==> src/rtl/uart_receive.sv <==
// 8N1 UART receiver: two-flop synchronizer, mid-bit sampling FSM and a
// single-entry holding register with valid/ready, framing and overrun pulses.
module uart_receive #(
  parameter int CLKS_PER_BIT = 5208
) (
  input  logic       clk,
  input  logic       rst,
  input  logic       sci_rx,
  input  logic       rx_ready,
  output logic [7:0] rx_data,
  output logic       rx_valid,
  output logic       frame_err,
  output logic       overrun,
  output logic       busy
);

  localparam int CNT_W = $clog2(CLKS_PER_BIT);
  localparam logic [CNT_W-1:0] HALF_LAST = CNT_W'(CLKS_PER_BIT / 2 - 1);
  localparam logic [CNT_W-1:0] BIT_LAST  = CNT_W'(CLKS_PER_BIT - 1);

  typedef enum logic [2:0] {
    IDLE,
    START,
    DATA,
    STOP,
    BREAK
  } state_t;

  state_t           state, state_nxt;
  logic             rx_meta, rx_s, rx_s_d;
  logic [CNT_W-1:0] cnt;
  logic [2:0]       bit_idx;
  logic [7:0]       shreg;
  logic             data_tick, stop_tick;

  // Idle-high line: synchronizer flops reset to 1 so reset never looks like a start edge.
  always_ff @(posedge clk) begin
    if (rst) begin
      rx_meta <= 1'b1;
      rx_s    <= 1'b1;
      rx_s_d  <= 1'b1;
    end else begin
      // NOTE: non-blocking assignments make each flop take the pre-edge value of its
      // source, which is what builds the two-stage chain; blocking would collapse it.
      rx_meta <= sci_rx;
      rx_s    <= rx_meta;
      rx_s_d  <= rx_s;
    end
  end

  always_ff @(posedge clk) begin
    if (rst) state <= IDLE;
    else     state <= state_nxt;
  end

  always_comb begin
    // NOTE: every output gets a default first so no path leaves one unassigned,
    // which would otherwise infer a latch.
    state_nxt = state;
    data_tick = 1'b0;
    stop_tick = 1'b0;
    case (state)
      IDLE:  if (rx_s_d && !rx_s) state_nxt = START;
      START: if (cnt == HALF_LAST) state_nxt = rx_s ? IDLE : DATA;
      DATA: begin
        if (cnt == BIT_LAST) begin
          data_tick = 1'b1;
          if (bit_idx == 3'd7) state_nxt = STOP;
        end
      end
      STOP: begin
        if (cnt == BIT_LAST) begin
          stop_tick = 1'b1;
          state_nxt = rx_s ? IDLE : BREAK;
        end
      end
      BREAK: if (rx_s) state_nxt = IDLE;
      default: state_nxt = IDLE;
    endcase
  end

  always_ff @(posedge clk) begin
    if (rst) begin
      cnt       <= '0;
      bit_idx   <= 3'd0;
      shreg     <= 8'h00;
      rx_data   <= 8'h00;
      rx_valid  <= 1'b0;
      frame_err <= 1'b0;
      overrun   <= 1'b0;
      busy      <= 1'b0;
    end else begin
      frame_err <= 1'b0;
      overrun   <= 1'b0;
      busy      <= (state_nxt != IDLE);

      // Restart the bit timer on each state entry and after every data sample.
      if (state_nxt != state || data_tick) cnt <= '0;
      else                                 cnt <= cnt + 1'b1;

      if (data_tick) begin
        shreg[bit_idx] <= rx_s;
        bit_idx        <= bit_idx + 3'd1;
      end else if (state != DATA) begin
        bit_idx <= 3'd0;
      end

      // A consume in the delivery cycle frees the slot for the new byte.
      if (stop_tick && rx_s) begin
        if (!rx_valid || rx_ready) begin
          rx_data  <= shreg;
          rx_valid <= 1'b1;
        end else begin
          overrun <= 1'b1;
        end
      end else if (rx_valid && rx_ready) begin
        rx_valid <= 1'b0;
      end

      if (stop_tick && !rx_s) frame_err <= 1'b1;
    end
  end

endmodule

==> config.mk <==
export PLATFORM = sky130hd
export DESIGN_NAME = uart_receive
export DESIGN_NICKNAME = d
export VERILOG_FILES = /design/src/rtl/uart_receive.sv
export SDC_FILE = /design/constraint.sdc
export NUM_CORES = 1
export LEC_CHECK = 0
export CAP_MARGIN = 20
export CORE_MARGIN = 4
export CORE_UTILIZATION = 29
export DETAILED_ROUTE_END_ITERATION = 6
export GPL_ROUTABILITY_DRIVEN = 0
export PLACE_DENSITY_LB_ADDON = 0.1
export SYNTH_ARGS = -nofsm -noshare
export SYNTH_HDL_FRONTEND = slang
export SYNTH_SLANG_ARGS = --single-unit
==> constraint.sdc <==
create_clock -name clk -period 2.42 [get_ports clk]
set_input_delay 0.726 -clock clk [delete_from_list [all_inputs] [get_ports clk]]
set_output_delay 0.726 -clock clk [all_outputs]
set_load 0.05 [all_outputs]
# == Yosys cells after proc, flatten, opt, wreduce, memory -nomap -nowiden ==
# Index checks and enable logic that the tools add are counted.
# totals
out_inout_bits,12
register_bits,42
elab_cells,66
# classes
order_cmp,2
n_addsub,2
muxes,22
n_eq_ne,10
n_reduce_logical,17
bitwise,1
# ops
cell,n
$mux W3,9
$pmux W3 S5,1
$add A13 B1 Y13 const B,1
$eq A13 B12 Y1 const B,1
$eq A13 B13 Y1 const B,1
$mux W1,9
$bwmux W8,1
$eq A3 B2 Y1 const B,2
$eq A3 B3 Y1 const B,2
$logic_and A1 B1 Y1,5
$lt A3 B4 Y1 const B,1
$reduce_and A2 Y1,2
$reduce_bool A2 Y1,2
$reduce_or A2 Y1,2
$add A3 B1 Y3 const B,1
$demux W1 S3,1
$eq A3 B1 Y1 const B,1
$ge A3 B1 Y1 const B,1
$logic_not A3 Y1,1
$ne A3 B2 Y1 const B,1
$ne A3 B3 Y1,1
$reduce_bool A3 Y1,1
$logic_not A1 Y1,2
$logic_or A1 B1 Y1,2
other kinds (3),3

# == Depth between registers and ports, before layout ==
# Gate-level depths: netlist (run 1).
# depth
ltp_word,7
depth_mapped,8

# == Worst setup path after synthesis (run 1) ==
# Ideal clock, no wire load.
# synth_path
path_type,flip-flop to flip-flop
startpoint,register cnt[0]
endpoint,register cnt[12]
arrival_ns,1.580
required_time_ns,2.286
path_buffers,3
path_stages_with_launch,9
setup_ns,0.134
slack_ns,0.706
cell_sequence,dfxtp_1 -> ha_1 -> buf_2 -> and4_1 -> nand4_1 -> buf_2 -> o221ai_2 -> buf_2 -> a221oi_1
# synth_between
elab_chain_cells,6
# synth_rtl
element,line,rtl
from (decl),31,logic [CNT_W-1:0] cnt;
from (signal assigned),99,else cnt <= cnt + 1'b1;
$eq A13 B13 Y1 / $eq A13 B12 Y1 (equally long branches),"66, 72, 64",
"$mux W3, on equally long branches","72, 64, 66",
$pmux W3 S5,62,case (state)
$ne A3 B3 Y1,98,if (state_nxt != state || data_tick) cnt <= '0;
$logic_or A1 B1 Y1,98,
$reduce_or A2 Y1 (no source line),-,
# Several ways; a longest one is shown, not always the timed one.
# A chain may end at the register's enable or synchronous reset.

# == Worst setup path in the final report (run 1) ==
# layout_path
startpoint,register rx_data[7]
endpoint,output port rx_data[7]
# layout_rtl
element,line,rtl
from (decl),10,"output logic [7:0] rx_data,"
from (signal assigned),111,rx_data <= shreg;
# No word-level cell between the ends.

==> summary.md, run 1 <==
| Metric | Value |
|---|---|
| Rel. slew slack | `51.1%` |
| CORE AREA | `6910 µm²` |
| Crit path max fanout | `2` |
| N_diodes | `0` |
| Final Setup Violations | `0` |
| Initial antenna violation count | `0` |
| Post-place instance area | `between 2000 and 2500 µm²` |
| Main synth FF type | `dfxtp_1` |
| Initial DRT Pass Iterations | `4` |
| 1st-iter DRT viols | `68` |
| Worst r2r src | `cnt[0]$_SDFF_PP0_` |
| Period Utilization, post-route | `a little under 90%` |
| Final TNS setup | `0 ps` |
| Cts bufs inserted | `5` |
| GRT overflow | `0` |
| Average wire per standard cell | `14.0 µm` |
| Yosys warning count | `0` |
| Clock transition at path regs | `90 ps` |
| Slowest-stage cell, CP | `clkdlybuf4s50_1` |
| Skew-Pair Late Insertion Delay | `about 300 ps` |
| CP startpoint kind | `flip-flop` |
| Post-synthesis register bit count | `42` |
| Initial Util | `30.3%` |
| Design area | `2420 µm²` |
| Top cell type's share of synthesized area | `40.2%` |
| P per Cell Area | `approximately 520 nW/µm²` |
| Sequential share of the synthesized area | `40.2%` |
| CTS tree | `built` |
| Clock tree sinks | `42` |
| Die area | `between 8000 and 9000 µm²` |
| Largest stage delay on the critical path | `800 ps` |
| Hold_sp | `rx_meta$_SDFF_PP1_` |
| Clock Path Buffers | `2` |
| Main area contributors after synthesis | `dfxtp_1 (40%), a211oi_1 (5.0%), mux2i_1 (4.8%)` |
| Total wire length | `4720 µm` |
| Layout area overhead | `15.8%` |
| Critical Path Source | `rx_data[7]$_SDFFE_PP0P_` |
| Synth async-reset ratio | `0%` |
| Data required, critical path | `1690 ps` |
| Pin count of the biggest net entering global routing | `21` |
| Num ports | `16` |
| Max Freq | `463 MHz` |
| Worst slew pin tran | `732 ps` |
| Fin. Hold Viols | `0` |
| # hold bufs at CTS | `0` |
| Post-CTS Setup Repair Bufs | `0` |
| Via count | `1710` |
| Synth top cells by count | `dfxtp_1 (42), nand2_1 (20), nand4_1 (16), a211oi_1 (14), a21oi_1 (11)` |
| Critical path buffers and inverters | `1` |
| # rows | `30` |
| Routed vias/inst | `5.09` |
| Worst Path Arrival | `1440 ps` |
| Clk root buf | `clkbuf_8` |
| Crit path cell chain | `clkdlybuf4s50_1` |
| Mapped cell area | `2090 µm²` |
| Post-synth EDFFs | `0` |
| Number of distinct library cells after synthesis | `47` |
| Mapped Nets | `235` |
| Leading area contributor after synthesis | `dfxtp_1` |
| Status | `completed` |
| CP endpoint kind | `primary output` |
| Maximum VDD drop | `about 0.00017 V` |
| Top delay family on crit path | `buffers and inverters` |
| Dpl hpwl | `3280 µm` |
| Hold path depth | `1` |
| R2r worst-path depth | `5` |
| Share of cells above drive strength 1 | `12.1%` |
| Fill cells | `between 700 and 800` |
| RSZ-0062 raised after global routing | `no` |
| Slew Viols, Final | `0` |
| Hold Path End | `rx_s$_SDFF_PP1_` |
| Worst Hold Class | `flip-flop to flip-flop` |
| Crit path kind | `flip-flop to primary output` |
| Die Wd | `92.9 µm` |
| Mapped Cells | `228` |
| R2r endpoint | `cnt[12]$_SDFF_PP0_` |
| First-pass GRT wire length | `8070 µm` |
| R2R Setup Slk | `290 ps` |
| Antenna-violating nets left | `0` |
| Tot GR Track Use | `roughly an eighth` |
| Chip Height | `92.9 µm` |
| Max Cap Viol | `0` |
| Mean Syn Cell Area | `9.17 µm²` |
| Pleak | `0.000860 µW` |
| # H-tree levels | `2` |
| Nets@finish | `approximately 250` |
| Number of global-route vias before repair | `1567` |
| Clock Skews | `11.8 ps` |
| Top-count cell post-synth | `dfxtp_1` |
| Drt drc | `0` |
| Post-layout min period | `2160 ps` |
| Post-CTS Resized | `0` |
| PortBufs | `15` |
-- report_power, final --
group          switching, µW  internal (µW)
sequential              13.1            699
clock                    256            230
combinational           42.3           26.0
total                    312            955
-- worst max-delay path by stage --
| stage | cells past startpoint | endpoint | slack (ps) |
|---|---|---|---|
| detailed placement | 5 | cnt[12]$_SDFF_PP0_ | 260 |
| global route | 5 | cnt[0]$_SDFF_PP0_ | 80 |
| CTS | 1 | rx_data[2] | 240 |
| finish | 1 | rx_data[7] | 260 |
| global placement | 4 | cnt[3]$_SDFF_PP0_ | 290 |
| floorplan | 8 | cnt[12]$_SDFF_PP0_ | 710 |
-- metrics by stage --
| step | std cells | hold WS [ps] | total power, µW | setup WS [ps] | utilization, % |
|---|---|---|---|---|---|
| final | 336 | 425 | 1270 | 259 | 35.1 |
| after global routing | 336 | 467 | 1330 | 79.5 | 35.1 |
| after CTS | 336 | 425 | 1290 | 245 | 35.1 |
| after detailed placement | 328 | 405 | 798 | 257 | 33.7 |
| after global placement | 328 | 410 | 798 | 293 | 33.7 |
| after floorplan | 228 | 389 | 773 | 706 | - |
-- state kept, by name, summed over array words and instances, names as in the netlist --
signal	flops
rx_valid	1
rx_meta	1
shreg	8
busy	1
overrun	1
frame_err	1
bit_idx	3
rx_s	1
state	3
rx_data	8
rx_s_d	1
cnt	13
-- logic make-up after synthesis --
| logic type | count (synthesis) | share of synthesized area [%] |
|---|---|---|
| buffers and inverters | 23 | 5.44 |
| adders and majority gates | 3 | 1.80 |
| muxes | 10 | 4.79 |
| and+or+nand+nor | 93 | 27.6 |
| xor gates and xnor gates | 11 | 4.61 |
| DFF | 42 | 40.2 |
| AOI/OAI and AO/OA | 46 | 15.5 |
-- cells in the final DEF (no fill, tap or decap), types with 2 or more instances in the layout --
| cell type | n |
|---|---|
| or2_2 | 4 |
| and4bb_2 | 2 |
| a211oi_1 | 14 |
| and2_1 | 3 |
| clkbuf_8 | 6 |
| nand3_1 | 7 |
| dfxtp_1 | 42 |
| and3_1 | 5 |
| nand2_1 | 20 |
| nor3_1 | 6 |
| nor2b_1 | 3 |
| a221oi_1 | 2 |
| a21oi_1 | 11 |
| mux2i_1 | 10 |
| nor2_1 | 8 |
| clkdlybuf4s50_1 | 15 |
| and4_1 | 5 |
| buf_4 | 9 |
| xor2_1 | 10 |
| o21ai_0 | 3 |
| o31ai_1 | 8 |
| inv_1 | 2 |
| nand4_1 | 16 |
| a31oi_1 | 2 |
| nand4b_1 | 4 |
| ha_1 | 3 |
-- final cells by class --
cell class,count,area (µm²),area share [%]
multi-input combinational,163,1140,46.9
tap,96,120,4.96
clock inverter,2,12.5,0.517
inverter,3,11.3,0.465
clock buffer,6,82.6,3.41
sequential,42,841,34.7
timing repair buffer,24,218,8.99
-- per-layer routing --
metal | global-route usage (%) | up-vias | part of all wire, %
li1 | - | 871 | -
met1 | 16.1 | 808 | 51
met2 | 17.8 | 24 | 45
met3 | 2.76 | 7 | 3.3
met4 | 3.66 | 0 | 1.3
met5 | 0 | - | 0
(Power assumes the default switching activity.)
==> run 2: changes to the inputs <==
--- a/config.mk
+++ b/config.mk
@@ -8,6 +8,7 @@
 export CAP_MARGIN = 20
 export CORE_MARGIN = 4
 export CORE_UTILIZATION = 29
+export CTS_CLUSTER_SIZE = 24
 export DETAILED_ROUTE_END_ITERATION = 6
 export GPL_ROUTABILITY_DRIVEN = 0
 export PLACE_DENSITY_LB_ADDON = 0.1
==> results of run 2 <==
Final layout, timing and power as in run 1 (identical DEF).
==> run 3: changes to the inputs <==
==> constraint.sdc (replaced) <==
create_clock -name clk -period 2.42 [get_ports clk]
set_input_delay 0.726 -clock clk [delete_from_list [all_inputs] [get_ports clk]]
set_output_delay 0.726 -clock clk [all_outputs]
set_load 0.01 [all_outputs]
==> results of run 3 <==
The final DEF is identical to that of run 1. Status: completed.
Among the figures that moved: clock-pin slew on the worst setup and hold paths 90 ps -> 80 ps; setup slack after layout 259 ps -> 293 ps; start point of the critical path rx_data[7]$_SDFFE_PP0P_ -> cnt[0]$_SDFF_PP0_; end point of the critical path rx_data[7] -> cnt[12]$_SDFF_PP0_; total power 1270 µW -> 1260 µW
